$ cat config.mk
export PLATFORM = sky130hd
export DESIGN_NAME = overlay_color_mapper
export DESIGN_NICKNAME = d
export VERILOG_FILES = /design/src/rtl/overlay_pkg.sv /design/src/rtl/circle_hit.sv /design/src/rtl/overlay_color_mapper.sv
export SDC_FILE = /design/constraint.sdc
export NUM_CORES = 2
export LEC_CHECK = 0
export CELL_PAD_IN_SITES_DETAIL_PLACEMENT = 1
export CELL_PAD_IN_SITES_GLOBAL_PLACEMENT = 1
export CORE_MARGIN = 4
export CORE_UTILIZATION = 40
export CTS_CLUSTER_DIAMETER = 100
export DETAILED_ROUTE_END_ITERATION = 6
export DONT_BUFFER_PORTS = 1
export MAX_ROUTING_LAYER = met4
export PLACE_DENSITY_LB_ADDON = 0.1
export SLEW_MARGIN = 20
export SYNTH_ARGS = -nofsm -noshare
export SYNTH_HDL_FRONTEND = slang
export SYNTH_SLANG_ARGS = --single-unit
$ cat constraint.sdc
create_clock -name VGA_clk -period 7.9 [get_ports VGA_clk]
set_input_delay 0.79 -clock VGA_clk [delete_from_list [all_inputs] [get_ports VGA_clk]]
set_output_delay 0.79 -clock VGA_clk [all_outputs]
set_load 0.005 [all_outputs]
$ cat src/rtl/overlay_pkg.sv
// overlay_pkg: shared types and constants for the overlay colour mapper.
//   rgb12_t      - packed {R,G,B} nibbles, same layout as the palette ROM word
//   fade_state_t - transition engine states
//   LEVEL_MAX    - full-brightness fade level (identity scale)
//   BG_*         - fixed per-screen background colours
//   fadeRgb()    - scales each channel by level/16, truncating
package overlay_pkg;

    typedef struct packed {
        logic [3:0] r;
        logic [3:0] g;
        logic [3:0] b;
    } rgb12_t;

    typedef enum logic [1:0] {
        IDLE,
        FADE_OUT,
        FADE_IN
    } fade_state_t;

    localparam logic [4:0] LEVEL_MAX = 5'd16;

    localparam rgb12_t BG_SCR2  = 12'h060;
    localparam rgb12_t BG_SCR7  = 12'hF00;
    localparam rgb12_t BG_OTHER = 12'h007;

    // 4b x 5b fits in 9 bits; >>4 of at most 15*16 never exceeds 15.
    function automatic logic [3:0] fadeChan(input logic [3:0] c, input logic [4:0] level);
        logic [8:0] prod;
        prod = {5'd0, c} * {4'd0, level};
        return 4'(prod >> 4);
    endfunction

    function automatic rgb12_t fadeRgb(input rgb12_t c, input logic [4:0] level);
        rgb12_t o;
        o.r = fadeChan(c.r, level);
        o.g = fadeChan(c.g, level);
        o.b = fadeChan(c.b, level);
        return o;
    endfunction

endpackage

$ cat src/rtl/circle_hit.sv
// circle_hit: one circular overlay test, two register stages.
//   S1: signed offsets dx/dy from the object centre, plus enable/radius/colour
//       so that every object attribute shares the pixel's latency.
//   S2: hit = enable & (dx^2 + dy^2 <= r^2), all in full 21-bit precision.
// Ports:
//   VGA_clk, Reset_n      clock / async active-low reset
//   drawX, drawY          current pixel coordinate
//   objX, objY, objR      object centre and radius
//   objEn, objColor       object enable and colour
//   hit, hitColor         S2 result and the colour to show on a hit
module circle_hit #(
    parameter int RW = 6
) (
    input  logic          VGA_clk,
    input  logic          Reset_n,
    input  logic [9:0]    drawX,
    input  logic [9:0]    drawY,
    input  logic [9:0]    objX,
    input  logic [9:0]    objY,
    input  logic [RW-1:0] objR,
    input  logic          objEn,
    input  logic [11:0]   objColor,
    output logic          hit,
    output logic [11:0]   hitColor
);

    logic signed [10:0] dx, dy;
    logic [RW-1:0]      rS1;
    logic               enS1;
    logic [11:0]        colS1;

    always_ff @(posedge VGA_clk or negedge Reset_n) begin
        if (!Reset_n) begin
            dx    <= '0;
            dy    <= '0;
            rS1   <= '0;
            enS1  <= 1'b0;
            colS1 <= '0;
        end else begin
            dx    <= $signed({1'b0, drawX}) - $signed({1'b0, objX});
            dy    <= $signed({1'b0, drawY}) - $signed({1'b0, objY});
            rS1   <= objR;
            enS1  <= objEn;
            colS1 <= objColor;
        end
    end

    // |dx| <= 1023 always fits in 10 bits, so squaring the magnitude is exact.
    logic [9:0]  absDx, absDy;
    logic [19:0] sqX, sqY;
    logic [20:0] distSq, radSq;

    always_comb begin
        absDx  = dx[10] ? 10'(-dx) : 10'(dx);
        absDy  = dy[10] ? 10'(-dy) : 10'(dy);
        sqX    = 20'(absDx) * 20'(absDx);
        sqY    = 20'(absDy) * 20'(absDy);
        distSq = {1'b0, sqX} + {1'b0, sqY};
        radSq  = 21'(rS1) * 21'(rS1);
    end

    always_ff @(posedge VGA_clk or negedge Reset_n) begin
        if (!Reset_n) begin
            hit      <= 1'b0;
            hitColor <= '0;
        end else begin
            hit      <= enS1 && (distSq <= radSq);
            hitColor <= colS1;
        end
    end

endmodule

$ cat src/rtl/overlay_color_mapper.sv
// overlay_color_mapper: composites NUM_OBJS circular overlays over a
// per-screen background and drives the VGA DAC with a registered RGB value.
// Screen changes go through a frame-counted fade-out / fade-in.
// Pipeline (3 cycles coordinate -> RGB):
//   S1 offsets + coordinate/blank registers, S2 hit flags + palette capture,
//   S3 colour select, fade scaling, blanking, output register.
// Ports:
//   VGA_clk, Reset_n         pixel clock / async active-low reset
//   blank                    1 = active video
//   DrawX, DrawY             pixel coordinate
//   currScreen               requested screen
//   obj_en/x/y/r/color       packed per-object attributes, object 0 wins
//   pal_rgb                  palette ROM word, one cycle behind DrawX/DrawY
//   Red, Green, Blue         registered pixel colour
//   fading                   1 while a transition is running
module overlay_color_mapper
    import overlay_pkg::*;
#(
    parameter int NUM_OBJS  = 4,
    parameter int RW        = 6,
    parameter int FADE_STEP = 2,
    parameter int FADE_EN   = 1
) (
    input  logic                   VGA_clk,
    input  logic                   Reset_n,
    input  logic                   blank,
    input  logic [9:0]             DrawX,
    input  logic [9:0]             DrawY,
    input  logic [2:0]             currScreen,
    input  logic [NUM_OBJS-1:0]    obj_en,
    input  logic [NUM_OBJS*10-1:0] obj_x,
    input  logic [NUM_OBJS*10-1:0] obj_y,
    input  logic [NUM_OBJS*RW-1:0] obj_r,
    input  logic [NUM_OBJS*12-1:0] obj_color,
    input  logic [11:0]            pal_rgb,
    output logic [3:0]             Red,
    output logic [3:0]             Green,
    output logic [3:0]             Blue,
    output logic                   fading
);

    localparam int FCNT_W = (FADE_STEP > 1) ? $clog2(FADE_STEP) : 1;

    // ---------------- per-object hit tests (S1, S2) ----------------
    logic [NUM_OBJS-1:0]       hitS2;
    logic [NUM_OBJS-1:0][11:0] hitColS2;

    for (genvar i = 0; i < NUM_OBJS; i++) begin : gObj
        circle_hit #(.RW(RW)) uHit (
            .VGA_clk  (VGA_clk),
            .Reset_n  (Reset_n),
            .drawX    (DrawX),
            .drawY    (DrawY),
            .objX     (obj_x[10*i +: 10]),
            .objY     (obj_y[10*i +: 10]),
            .objR     (obj_r[RW*i +: RW]),
            .objEn    (obj_en[i]),
            .objColor (obj_color[12*i +: 12]),
            .hit      (hitS2[i]),
            .hitColor (hitColS2[i])
        );
    end

    // ---------------- coordinate / blank pipeline ----------------
    logic [2:1] vldPipe;   // blank after S1, after S2
    logic [9:0] drawXS1, drawYS1;
    logic [3:0] xNibS2;    // DrawX[6:3]: all that screen 0's ramp needs
    rgb12_t     palS2;

    always_ff @(posedge VGA_clk or negedge Reset_n) begin
        if (!Reset_n) begin
            vldPipe <= '0;
            drawXS1 <= '0;
            drawYS1 <= '0;
            xNibS2  <= '0;
            palS2   <= '0;
        end else begin
            vldPipe <= {vldPipe[1], blank};
            drawXS1 <= DrawX;
            drawYS1 <= DrawY;
            xNibS2  <= drawXS1[6:3];
            palS2   <= pal_rgb;   // ROM word belongs to the S1 coordinate
        end
    end

    logic frameTick;
    assign frameTick = (drawXS1 == 10'd0) && (drawYS1 == 10'd0);

    // ---------------- transition engine ----------------
    fade_state_t       state, stateNxt;
    logic [4:0]        level, levelNxt;
    logic [FCNT_W-1:0] fcnt, fcntNxt;
    logic [2:0]        shownScreen, shownNxt;
    logic              shownVld;  // shownScreen loaded after reset release
    logic              stepDue;

    assign stepDue = frameTick && (fcnt == FCNT_W'(FADE_STEP - 1));

    always_ff @(posedge VGA_clk or negedge Reset_n) begin
        if (!Reset_n) begin
            state       <= IDLE;
            level       <= LEVEL_MAX;
            fcnt        <= '0;
            shownScreen <= '0;
            shownVld    <= 1'b0;
        end else begin
            state       <= stateNxt;
            level       <= levelNxt;
            fcnt        <= fcntNxt;
            shownScreen <= shownNxt;
            shownVld    <= 1'b1;
        end
    end

    always_comb begin
        stateNxt = state;
        levelNxt = level;
        fcntNxt  = fcnt;
        shownNxt = shownScreen;
        if (!shownVld) begin
            // First edge after reset: adopt the requested screen, no fade.
            shownNxt = currScreen;
        end else if (FADE_EN == 0) begin
            if (frameTick) shownNxt = currScreen;
        end else begin
            unique case (state)
                IDLE: begin
                    if (currScreen != shownScreen) begin
                        stateNxt = FADE_OUT;
                        fcntNxt  = '0;
                    end
                end
                FADE_OUT: begin
                    // Target changes here are picked up when level hits 0.
                    if (frameTick) begin
                        if (stepDue) begin
                            fcntNxt  = '0;
                            levelNxt = level - 5'd1;
                            if (level == 5'd1) begin
                                shownNxt = currScreen;
                                stateNxt = FADE_IN;
                            end
                        end else begin
                            fcntNxt = fcnt + FCNT_W'(1);
                        end
                    end
                end
                FADE_IN: begin
                    if (currScreen != shownScreen) begin
                        // Reverse from the current level, no jump.
                        stateNxt = FADE_OUT;
                        fcntNxt  = '0;
                    end else if (frameTick) begin
                        if (stepDue) begin
                            fcntNxt  = '0;
                            levelNxt = level + 5'd1;
                            if (level == LEVEL_MAX - 5'd1) stateNxt = IDLE;
                        end else begin
                            fcntNxt = fcnt + FCNT_W'(1);
                        end
                    end
                end
                default: stateNxt = IDLE;
            endcase
        end
    end

    assign fading = (state != IDLE);

    // ---------------- S3: colour select, fade, output ----------------
    rgb12_t bgColor, pixColor;

    always_comb begin
        bgColor = BG_OTHER;
        case (shownScreen)
            3'd0:    bgColor = '{r: 4'd7 - xNibS2, g: 4'd0, b: 4'd0};
            3'd1:    bgColor = palS2;
            3'd2:    bgColor = BG_SCR2;
            3'd7:    bgColor = BG_SCR7;
            default: bgColor = BG_OTHER;
        endcase
        // Walk from the lowest priority up so object 0 is written last.
        pixColor = bgColor;
        for (int i = NUM_OBJS - 1; i >= 0; i--) begin
            if (hitS2[i]) pixColor = hitColS2[i];
        end
    end

    always_ff @(posedge VGA_clk or negedge Reset_n) begin
        if (!Reset_n) begin
            {Red, Green, Blue} <= '0;
        end else if (vldPipe[2]) begin
            {Red, Green, Blue} <= fadeRgb(pixColor, level);
        end else begin
            {Red, Green, Blue} <= '0;
        end
    end

endmodule

==> flow_summary.json <==
{
  "critical_path_arrival_ns": 8.24,
  "wl_um": 114000,
  "drt_iter0_drc": 1087,
  "grt_start_max_net_pins": 278,
  "cts_buffer_depth": 3,
  "reg2reg_from": "gObj[3].uHit.dy[3]",
  "skew_ns": 0.0200,
  "async_flop_share_pct": 100,
  "synth_area_leaders": "fa_1 29%, ha_1 18%, dfrtp_1 17%",
  "grt_pass1_vias": 32300,
  "grt-ovfl-total": 0,
  "max_freq_mhz": 129,
  "crit_path_max_fanout": 4,
  "drive_gt1_share_pct": 10.9,
  "crit_path_frequent_cell": "fa_1",
  "rsz0062_at_grt": "true",
  "finalSetupTns_ns": 0,
  "synth_area_um2": 40300,
  "drt-met1-wl_um": 52800,
  "cts_buffers": 39,
  "setup_viol": 0,
  "die_h_um": 325,
  "die_area_um2": 106000,
  "crit_type": "register to register",
  "wl_per_cell_um": 19.4,
  "synth_edf_count": 0,
  "maxSlewViolCount": 0,
  "portBuffers": 0,
  "drt-vias-per-instance": 4.99,
  "wl_met3_um": 4350,
  "cp-start-kind": "register",
  "clk-insertion-delay-late_ns": 0.60,
  "syn_to_final_growth_pct": 13.9,
  "netlist.area_leader.share_pct": 28.6,
  "critPathLaunch": "gObj[3].uHit.dy[3]",
  "cts_tree": "yes",
  "core-area_um2": 100000,
  "fin_nets": 5893,
  "path_clk_slew_ns": 0.06,
  "final_cell_mix": "1002 x inv_1, 573 x fa_1, 558 x ha_1",
  "fin_crit_ns": 7.75,
  "finalHoldViolCount": 0,
  "max_cap_viol_count": 0,
  "min_from": "obj_r[4]",
  "ys_types": 78,
  "worstPathRequired_ns": 8.39,
  "met2_length_um": 54200,
  "gp_congestion": 0.858,
  "root_buffer": "clkbuf_16",
  "nFillCells": 11500,
  "crit_chain": "or4_4, buf_4, o41ai_4, buf_4, xor2_1, nor2_1, fa_1, fa_1, inv_1, fa_1, inv_1, fa_1, fa_1, fa_1, ha_1, ha_1, or2_1, or4_1, a21oi_1, nor2_1, a21o_1, mux2_1, nor4_2",
  "cp-end-kind": "register",
  "ys_ff_latch": 278,
  "drc": 0,
  "clock_sinks": 278,
  "synth_area_per_cell_um2": 9.33,
  "netlist_instances": 4313,
  "dr.max_layer_used": "met4",
  "place.detailed.hpwl_um": 98200,
  "post-route-period-util_pct": 98.1,
  "synth_top_flop_cell": "dfrtp_1",
  "antenna_found_initial": 15,
  "outcome": "complete, no violations",
  "h-tree-depth": 2,
  "start_util_pct": 40.3,
  "critical_path.max_stage_delay_ns": 0.57,
  "slowest_stage": "fa_1",
  "holdCritPathClass": "primary input to register",
  "maxSlewHeadroom_pct": 36.7,
  "worstMarginPinSlew_ns": 0.944,
  "yosysWarnings": 0,
  "ant_nets": 0,
  "timing.hold.ws_ns": 0.215,
  "die_w_um": 325,
  "ios": 207,
  "track_usage_pct": 22.7,
  "final_common_cell": "inv_1",
  "postSynthNetCount": 5651,
  "vias": 29400,
  "num_rows": 116,
  "drt-pass1-iter-count": 5,
  "ys_seq_area_share_pct": 17.3,
  "grt_pass1_wl_um": 181000,
  "synth_area_leader_cell": "fa_1"
}
## worst max-delay path, delay by kind of cell, from the launching register on
family	cells	cell delay (ns)
AOI/OAI and AO/OA	3	0.76
xor gates and xnor gates	1	0.22
adders and majority gates	8	3.76
buffers and inverters	4	0.46
DFF	1	0.41
muxes	1	0.35
and+or+nand+nor	6	1.69
## per-layer routing
layer / track usage, % / vias up
li1: - / 14000
met1: 29.9 / 14800
met2: 36.9 / 445
met3: 3.40 / 116
met4: 5.69 / 0
met5: - / -
## per-stage QoR
| step | setup WS (ns) | cells | instance area [µm²] | util [%] |
|---|---|---|---|---|
| 3_3_place_gp | -0.0390 | 5764 | 43200 | 43.2 |
| 3_5_place_dp | -0.277 | 5764 | 43200 | 43.2 |
| 2_1_floorplan | 0.0689 | 4313 | 40300 | - |
| 5_1_grt | -0.292 | 5892 | 45800 | 45.8 |
| 6_report | 0.151 | 5892 | 45800 | 45.8 |
| 4_1_cts | -0.0259 | 5848 | 45000 | 45.0 |
## synth_stat cells (16+ instances only)
master       n
nand3_1     22
fa_1       576
o21a_1      35
nor3_1      56
nor2b_1     64
dfrtp_1    277
a31oi_1     21
clkbuf_1    40
xnor2_1    161
a21o_1      75
xor2_1     108
a21oi_1    132
inv_1     1016
and2_1      45
nor2_1     301
nand2_1    356
nand2b_1    46
ha_1       568
o21bai_1    18
o31ai_1     19
o21ai_0    116
a221oi_1    16
## flip-flops by register name, summed over array words and instances, names as in the netlist
register and flops:
drawXS1 10, gObj.uHit.dy 44, drawYS1 10, Blue 4
Red 4, Green 4, gObj.uHit.hitColor 48, gObj.uHit.hit 4
gObj.uHit.rS1 24, fcnt 1, xNibS2 4, gObj.uHit.colS1 48
shownScreen 3, vldPipe 2, level 5, gObj.uHit.enS1 4
palS2 12, shownVld 1, state 2, gObj.uHit.dx 44
## area by class of cell
cell class                 count  area (µm²)  area share [%]
clock buffer                  45        1060            2.31
antenna                        9        22.5          0.0491
clock inverter                26         343           0.748
sequential                   278        6960            15.2
timing repair buffer         246        1920            4.18
inverter                    1029        3860            8.43
multi-input combinational   2961       30100            65.6
tap                         1298        1620            3.54
## worst paths after layout
| check | to | slack, ns | depth (start not counted) |
|---|---|---|---|
| worst max-delay path | gObj[3].uHit.hit | 0.15 | 23 |
| worst min-delay path | gObj[0].uHit.rS1[4] | 0.22 | 0 |
| worst max register to register | gObj[3].uHit.hit | 0.15 | 23 |
| worst min register to register | gObj[2].uHit.hitColor[3] | 0.35 | 0 |
| max in group asynchronous | gObj[2].uHit.hit | 6.19 | 3 |
| min in group asynchronous | gObj[0].uHit.rS1[0] | 0.73 | 2 |
## timing repair
| action | CTS | global route |
|---|---|---|
| hold buffers | 2 | 1 |
| setup buffers | 11 | 32 |
| endpoints found under the hold margin | 277 | 10 |
| setup endpoints to repair | 4 | 4 |
| resized for setup | 53 | 128 |
| pin swaps | 21 | 79 |
| cloned | 0 | 0 |
## cells by family (layout without fill, tap and decap cells)
group	after synthesis	after routing	synth area share [%]
AOI/OAI and AO/OA	543	543	8.89
DFF	278	278	17.3
xor gates and xnor gates	269	269	5.85
adders and majority gates	1144	1144	46.3
muxes	23	23	0.597
and+or+nand+nor	981	981	11.0
buffers and inverters	1074	1346	10.0
other	1	10	0.00932
Power is left out: the tool's default activity adds up to more than one toggle a clock period on the data nets, which glitch-free logic cannot reach.
